==> config.mk <==
export PLATFORM = sky130hd
export DESIGN_NAME = mem_port_arbiter
export DESIGN_NICKNAME = d
export VERILOG_FILES = /design/src/rtl/mem_pkg.sv /design/src/rtl/mem_arb_starve_cnt.sv /design/src/rtl/mem_port_arbiter.sv
export SDC_FILE = /design/constraint.sdc
export NUM_CORES = 1
export LEC_CHECK = 0
export CORE_MARGIN = 10
export CORE_UTILIZATION = 25
export CTS_BUF_LIST = sky130_fd_sc_hd__clkbuf_2
export CTS_CLUSTER_SIZE = 14
export DETAILED_ROUTE_END_ITERATION = 6
export PLACE_DENSITY = 0.88
export SYNTH_ARGS = -nofsm -noshare
export SYNTH_HDL_FRONTEND = slang
export SYNTH_SLANG_ARGS = --single-unit
==> constraint.sdc <==
create_clock -name clk -period 2.1 [get_ports clk]
set_input_delay 0.42 -clock clk [delete_from_list [all_inputs] [get_ports clk]]
set_output_delay 0.42 -clock clk [all_outputs]
set_load 0.01 [all_outputs]
==> src/rtl/mem_pkg.sv <==
// Shared constants and types for the block-RAM port arbiter.
package mem_pkg;

  localparam int unsigned ADDR_W = 5;
  localparam int unsigned DATA_W = 16;

  typedef enum logic [1:0] {
    OWN_NONE,
    OWN_IF,
    OWN_LS
  } owner_t;

endpackage

==> src/rtl/mem_arb_starve_cnt.sv <==
// Saturating starvation counter: clear wins over increment, holds at LIMIT.
module mem_arb_starve_cnt #(
  parameter int unsigned LIMIT = 4,
  parameter int unsigned CNT_W = 4
) (
  input  logic clk,
  input  logic reset,
  input  logic i_clr,
  input  logic i_inc,
  output logic o_at_limit
);

  localparam logic [CNT_W-1:0] LimitVal = CNT_W'(LIMIT);

  logic [CNT_W-1:0] r_cnt;
  logic [CNT_W-1:0] w_cnt_nxt;

  always_comb begin
    w_cnt_nxt = r_cnt;
    if (i_clr) begin
      w_cnt_nxt = '0;
    end else if (i_inc && (r_cnt != LimitVal)) begin
      w_cnt_nxt = r_cnt + 1'b1;
    end
  end

  always_ff @(posedge clk or posedge reset) begin
    if (reset) begin
      r_cnt <= '0;
    end else begin
      r_cnt <= w_cnt_nxt;
    end
  end

  assign o_at_limit = (r_cnt == LimitVal);

endmodule

==> src/rtl/mem_port_arbiter.sv <==
// Fetch vs load/store arbiter for a single-port RAM with one-cycle registered read.
module mem_port_arbiter #(
  parameter int unsigned ADDR_W       = mem_pkg::ADDR_W,
  parameter int unsigned DATA_W       = mem_pkg::DATA_W,
  parameter int unsigned STARVE_LIMIT = 4
) (
  input  logic              clk,
  input  logic              reset,
  input  logic              if_req,
  input  logic [ADDR_W-1:0] if_addr,
  output logic              if_ready,
  output logic              if_rvalid,
  output logic [DATA_W-1:0] if_rdata,
  input  logic              ls_req,
  input  logic              ls_we,
  input  logic [ADDR_W-1:0] ls_addr,
  input  logic [DATA_W-1:0] ls_wdata,
  output logic              ls_ready,
  output logic              ls_rvalid,
  output logic [DATA_W-1:0] ls_rdata,
  output logic              mem_write,
  output logic [ADDR_W-1:0] mem_address,
  output logic [DATA_W-1:0] mem_write_data,
  input  logic [DATA_W-1:0] mem_read_data
);

  import mem_pkg::*;

  owner_t r_rsp_owner;
  owner_t w_rsp_owner_nxt;
  logic   w_if_gnt;
  logic   w_ls_gnt;
  logic   w_at_limit;
  logic   w_starve_clr;
  logic   w_starve_inc;

  // Grants are forced low during reset so no RAM access or ready escapes.
  always_comb begin
    w_if_gnt = 1'b0;
    w_ls_gnt = 1'b0;
    if (!reset) begin
      if (if_req && (!ls_req || w_at_limit)) begin
        w_if_gnt = 1'b1;
      end else if (ls_req) begin
        w_ls_gnt = 1'b1;
      end
    end
  end

  assign w_starve_clr = w_if_gnt | ~if_req;
  assign w_starve_inc = w_ls_gnt & if_req;

  mem_arb_starve_cnt #(
    .LIMIT (STARVE_LIMIT),
    .CNT_W (4)
  ) u_starve_cnt (
    .clk        (clk),
    .reset      (reset),
    .i_clr      (w_starve_clr),
    .i_inc      (w_starve_inc),
    .o_at_limit (w_at_limit)
  );

  always_comb begin
    mem_write      = 1'b0;
    mem_address    = '0;
    mem_write_data = '0;
    if (w_if_gnt) begin
      mem_address = if_addr;
    end else if (w_ls_gnt) begin
      mem_address = ls_addr;
      if (ls_we) begin
        mem_write      = 1'b1;
        mem_write_data = ls_wdata;
      end
    end
  end

  always_comb begin
    w_rsp_owner_nxt = OWN_NONE;
    if (w_if_gnt) begin
      w_rsp_owner_nxt = OWN_IF;
    end else if (w_ls_gnt && !ls_we) begin
      w_rsp_owner_nxt = OWN_LS;
    end
  end

  always_ff @(posedge clk or posedge reset) begin
    if (reset) begin
      r_rsp_owner <= OWN_NONE;
    end else begin
      r_rsp_owner <= w_rsp_owner_nxt;
    end
  end

  assign if_ready  = w_if_gnt;
  assign ls_ready  = w_ls_gnt;
  assign if_rvalid = (r_rsp_owner == OWN_IF);
  assign ls_rvalid = (r_rsp_owner == OWN_LS);
  assign if_rdata  = mem_read_data;
  assign ls_rdata  = mem_read_data;

endmodule

==> out/metrics.yaml, run 1 <==
cp.arrival_ps: 1680
reg2reg_depth: 8
ios: 105
synth_fp_nets: 141
netlist_top_cells_area: "buf_4 30%, dfrtp_1 19%, and2_2 15%, a32o_1 6.3%, ha_1 3.1%"
slew_headroom_pct: 80.61
p_leak_nw: 0.6033
die_w_um: 76.51
synth_top_family_by_area: "buffers and inverters"
synth_cells: 92
final.setup_skew_ps: 9.554
critical_path_peak_fanout: 9
p_total_uw: 371.3
clock_latency_ps: 230
final_antenna_net_count: 0
synth_top_cell_by_area: "buf_4"
worstReg2RegEnd: "u_starve_cnt.r_cnt[2]"
final_cells: 174
worstSetupPathType: "reg -> out"
syn_area_um2: 798.3
drc: 0
synth.distinct_cells: 24
tritoncts: "done"
synth_top_area_share_pct: 30.09
async_flop_share_pct: 100.0
first_global_vias: 846
grt_start_max_net_pins: 13
dp_cells: 168
synthXorXnorAreaFrac_pct: 0
fin_crit_sh_pct: 99.95
drv_slew: 0
hold_class: "in -> async"
cts_root_buf: "clkbuf_2"
num_vias: 754
peakVddDrop_mv: 0.2503
syn_avg_cell_area_um2: 8.677
placed_cell_area_um2: 1246
synth_warnings: 0
maxCapViolations: 0
antenna_cells: 0
synth-seq-area-share_pct: 18.81
initial_core_util_pct: 26.15
gp_congestion: 0.7480
yosys.area_share.simple_pct: 29.62
wl_um: 2714
clk_pin_slew_worst_paths_ps: 70
ys_ff_latch: 6
dp_hpwl_um: 2261
die_h_um: 76.51
ctsHoldBuffers: 0
setup_viol: 0
antenna_found_initial: 0
worstMarginPinSlew_ps: 290.6
reg2reg_from: "u_starve_cnt.r_cnt[0]"
fin_area_um2: 1318
drt_iter0_markers: 25
muxShareOfSynthArea_pct: 1.254
cts.sinks: 6
port_buffers: 56
wl_per_cell_um: 15.60
num_rows: 20
synth-edff-count: 0
synth_ff_type: "dfrtp_1"
cts_made_buffers: 3
drive_gt1_share_pct: 50.00
die_area_um2: 5853
synth_compound_area_share_pct: 13.32
grt_pass1_wl_um: 4284
core_area_um2: 3053
syn2layout_area_growth_pct: 65.05
reg2reg_setup_slack_ps: 680
worstSetupStartpointType: "flop"
max_freq_mhz: 476.4
critPathCaptureType: "output pin"
worstPathRequired_ps: 1680
fin_crit_ps: 2099
nets: 181
grt_overflow: 0
track_usage_pct: 8.793
synthAdderAreaFrac_pct: 3.135
firstDrtPassIters: 4
finalHoldViolCount: 0
grt_setup_unrepaired: "true"
via_per_inst: 4.333
p_per_area_nw_per_um2: 281.8
clockBufferDepth: 2
htree_num_levels: 1
status: "completed"
==> final cells by class <==
cell class                      instances  area, um^2
Clock buffer                            3       15.01
Fill cell                             315        1735
Inverter                                4       15.01
Multi-Input combinational cell         48       427.9
Sequential cell                         6       150.1
Tap cell                               44       55.05
Timing Repair Buffer                   69       654.4
==> report_power, final <==
group	total, mW	internal [mW]	switching (mW)
Combinational	0.167	0.106	0.0606
Clock	0.0837	0.0387	0.0450
Sequential	0.121	0.119	0.00184
Total	0.371	0.264	0.107
==> repair_timing <==
item,CTS,global route
setup endpoints to repair,24,21
setup buffers,3,1
gates resized for setup,130,8
gates cloned,1,0
pin swaps,9,6
==> synth_stat cells (2+ instances only) <==
cell	n
nand3_1	4
buf_4	32
nand4b_1	2
o21ai_0	2
inv_1	4
a21oi_1	2
nand2_1	2
a32o_1	5
nor2b_1	2
dfrtp_1	6
and2_1	2
and2_2	16
ha_1	2
==> kinds of logic after synthesis <==
group / count (synthesis)
simple gates: 33
mux: 1
flops: 6
buf+inv: 38
compound gates: 12
fa+ha+maj: 2
==> per-layer routing <==
metal | share of wire [%] | wire length [um] | track usage [%]
met5 | 0 | 0 | 0
met4 | 1.4 | 38 | 2.230
met3 | 9.2 | 250 | 4.599
met2 | 57 | 1545 | 16.75
met1 | 32 | 880 | 7.923
==> registers in the layout (all words and copies together), names as in the netlist <==
signal / cells
u_starve_cnt.r_cnt: 4
r_rsp_owner: 2
==> metrics by stage <==
step / util (%) / setup WS, ps / hold slack [ps] / TNS [ps]
finish: 43.16 / 0.9501 / 405.5 / 0
floorplan: - / 232.2 / 227.4 / 0
global route: 43.16 / -97.76 / 424.2 / -1351
CTS: 44.34 / -63.76 / 402.5 / -822.5
detailed placement: 40.82 / -515.1 / 562.3 / -11250
global placement: 40.82 / -468.8 / 543.9 / -10670
==> how the worst max path moves through the flow <==
stage,start,end,cells past startpoint
5_1_grt,u_starve_cnt.r_cnt[1],mem_write_data[2],7
3_3_place_gp,reset,mem_write_data[1],6
3_5_place_dp,reset,mem_address[1],6
6_report,u_starve_cnt.r_cnt[0],mem_write_data[4],7
2_1_floorplan,u_starve_cnt.r_cnt[0],mem_write_data[10],6
4_1_cts,u_starve_cnt.r_cnt[1],mem_write_data[15],8
==> critical path, cell delays in order, from the launching register on <==
cell      delay, ps
dfrtp_1         360
inv_2            60
ha_4            160
and3b_4         190
a211oi_4        270
buf_6           160
and2_2          150
buf_6            90
==> placed cells by master (no fill, tap or decap), types with 2 or more instances in the layout <==
cell,instances
clkdlybuf4s50_1,30
buf_6,20
and2_4,14
buf_4,9
buf_2,7
dfrtp_1,6
a32o_1,5
nand3_1,4
and2_2,3
clkbuf_2,3
dlygate4sd2_1,3
nand2_1,2
nand4b_1,2
inv_2,2
inv_1,2
o21ai_0,2
nor2b_1,2
(Power assumes the default switching activity.)
==> inputs of run 2 (changes only) <==
--- a/config.mk
+++ b/config.mk
@@ -6,11 +6,11 @@
 export NUM_CORES = 1
 export LEC_CHECK = 0
 export CORE_MARGIN = 10
-export CORE_UTILIZATION = 25
+export CORE_UTILIZATION = 26
 export CTS_BUF_LIST = sky130_fd_sc_hd__clkbuf_2
 export CTS_CLUSTER_SIZE = 14
 export DETAILED_ROUTE_END_ITERATION = 6
-export PLACE_DENSITY = 0.88
+export PLACE_DENSITY = 0.91
 export SYNTH_ARGS = -nofsm -noshare
 export SYNTH_HDL_FRONTEND = slang
 export SYNTH_SLANG_ARGS = --single-unit
==> out/metrics.yaml, run 2 (synthesis results as in run 1) <==
status: "finished with violations"
violations: "setup timing"
final_antenna_net_count: 0
max_freq_mhz: 458.1
grt_overflow: 0
dp_hpwl_um: 2245
p_leak_nw: 0.6621
cts_root_buf: "clkbuf_2"
worstPathRequired_ps: 1680
cts.sinks: 6
drt_iter0_markers: 18
fin_hold_ws_ps: 437.1
p_per_area_nw_per_um2: 274.9
top_regs: "u_starve_cnt.r_cnt: 4 flops, r_rsp_owner: 2 flops"
crit_buf_inv: 5
track_usage_pct: 9.013
dp_cells: 157
worstMarginPinSlew_ps: 294.7
tritoncts: "done"
finalHoldViolCount: 0
fin_crit_ps: 2183
p_total_uw: 387.7
initial_core_util_pct: 26.58
setup_ws_ps: -83.03
place_ws_ps: -522.6
hold_class: "in -> async"
htree_num_levels: 1
die_w_um: 75.41
wl_per_cell_um: 15.94
clk_pin_slew_worst_paths_ps: 70
nets: 190
die_h_um: 75.41
cp_top_family: "buffers and inverters"
num_rows: 20
critPathCaptureType: "output pin"
post-route-util_pct: 46.96
clockBufferDepth: 2
antenna_found_initial: 0
die_area_um2: 5687
reg2reg_setup_slack_ps: 490
setup_viol: 15
firstDrtPassIters: 4
top_register: "u_starve_cnt.r_cnt"
grt_start_max_net_pins: 13
gp_congestion: 0.6884
cp.arrival_ps: 1760
final.setup_skew_ps: 2.835
slew_headroom_pct: 80.33
core_area_um2: 3003
cts_made_buffers: 3
fin_crit_sh_pct: 104.0
drv_slew: 0
grt_setup_unrepaired: "true"
first_global_vias: 902
antenna_cells: 0
crit_chain: "inv_2 -> ha_4 -> and3b_4 -> a211oi_4 -> buf_12 -> buf_12 -> buf_6 -> and2_4 -> buf_6"
largest_register_ffs: 4
final_cells: 172
cp.depth: 9
slowest_stage: "dfrtp_1"
ios: 105
grt_pass1_wl_um: 3946
reg2reg_from: "u_starve_cnt.r_cnt[0]"
drive_gt1_share_pct: 53.24
final_common_cell: "clkdlybuf4s50_1"
port_buffers: 56
clock_latency_ps: 220
num_vias: 787
cpPeakStageDelay_ps: 360
syn2layout_area_growth_pct: 76.65
reg2reg_depth: 9
worstReg2RegEnd: "r_rsp_owner[1]"
maxCapViolations: 0
mostFrequentLayoutCells: "29 x clkdlybuf4s50_1, 23 x buf_6, 13 x buf_4"
worstSetupStartpointType: "flop"
critical_path_peak_fanout: 5
via_per_inst: 4.576
drc: 0
wl_um: 2742
worstSetupPathType: "reg -> out"
peakVddDrop_mv: 0.1631
## run 2: cell count changes in the layout (fill, tap and decap cells not counted), moves of 2 or more
cell / delta
and2_2: +5
and2_4: -5
buf_4: +4
buf_6: +3
buf_12: +2
## run 2: what timing repair did
item / 4_1_cts / 5_1_grt
buffers inserted: 10 / 2
hold buffers: 0 / 0
gates resized for setup: 129 / 9
pin swaps: 10 / 4
setup endpoints to repair: 24 / 23
## run 2: layout make-up
class / instances / area, um^2
fill: 291 / 1593
multi-input combinational: 48 / 421.7
clock buffer: 3 / 15.01
tap: 33 / 41.29
inverter: 4 / 15.01
sequential: 6 / 150.1
timing repair buffer: 78 / 767.0
## run 2: how the worst max path moves through the flow
stage                                startpoint                  to  slack (ps)
final                     u_starve_cnt.r_cnt[0]  mem_write_data[15]         -80
after global routing      u_starve_cnt.r_cnt[0]  mem_write_data[15]        -170
after CTS                 u_starve_cnt.r_cnt[0]      mem_address[4]        -120
after detailed placement                  reset      mem_address[0]        -520
after global placement                    reset   mem_write_data[1]        -480
after floorplan           u_starve_cnt.r_cnt[0]  mem_write_data[10]         230
## run 2: tightest hold or removal path: stages
cell,delay (ps)
dlygate4sd2_1,240
buf_4,160
inv_1,230
## run 2: metrics by stage
stage / instance area, um^2 / TNS, ps
detailed placement: 1232 / -11420
floorplan: 798.3 / 0
CTS: 1385 / -1097
finish: 1410 / -665.3
global placement: 1232 / -10500
global route: 1410 / -2500
## run 2: power by group
part | internal (mW) | total, mW | switching [mW] | leakage (nW)
combinational | 0.120 | 0.185 | 0.0643 | 0.568
sequential | 0.119 | 0.120 | 0.00169 | 0.0821
clock | 0.0389 | 0.0829 | 0.0440 | 0.0125
total | 0.278 | 0.388 | 0.110 | 0.662
## run 2: metal layers
| metal | GRT usage [%] | up-vias | routed length, um |
|---|---|---|---|
| met5 | 0 | - | 0 |
| met3 | 3.125 | 2 | 262 |
| met1 | 7.773 | 378 | 843 |
| li1 | - | 378 | - |
| met4 | 7.216 | 0 | 34 |
| met2 | 16.53 | 29 | 1603 |
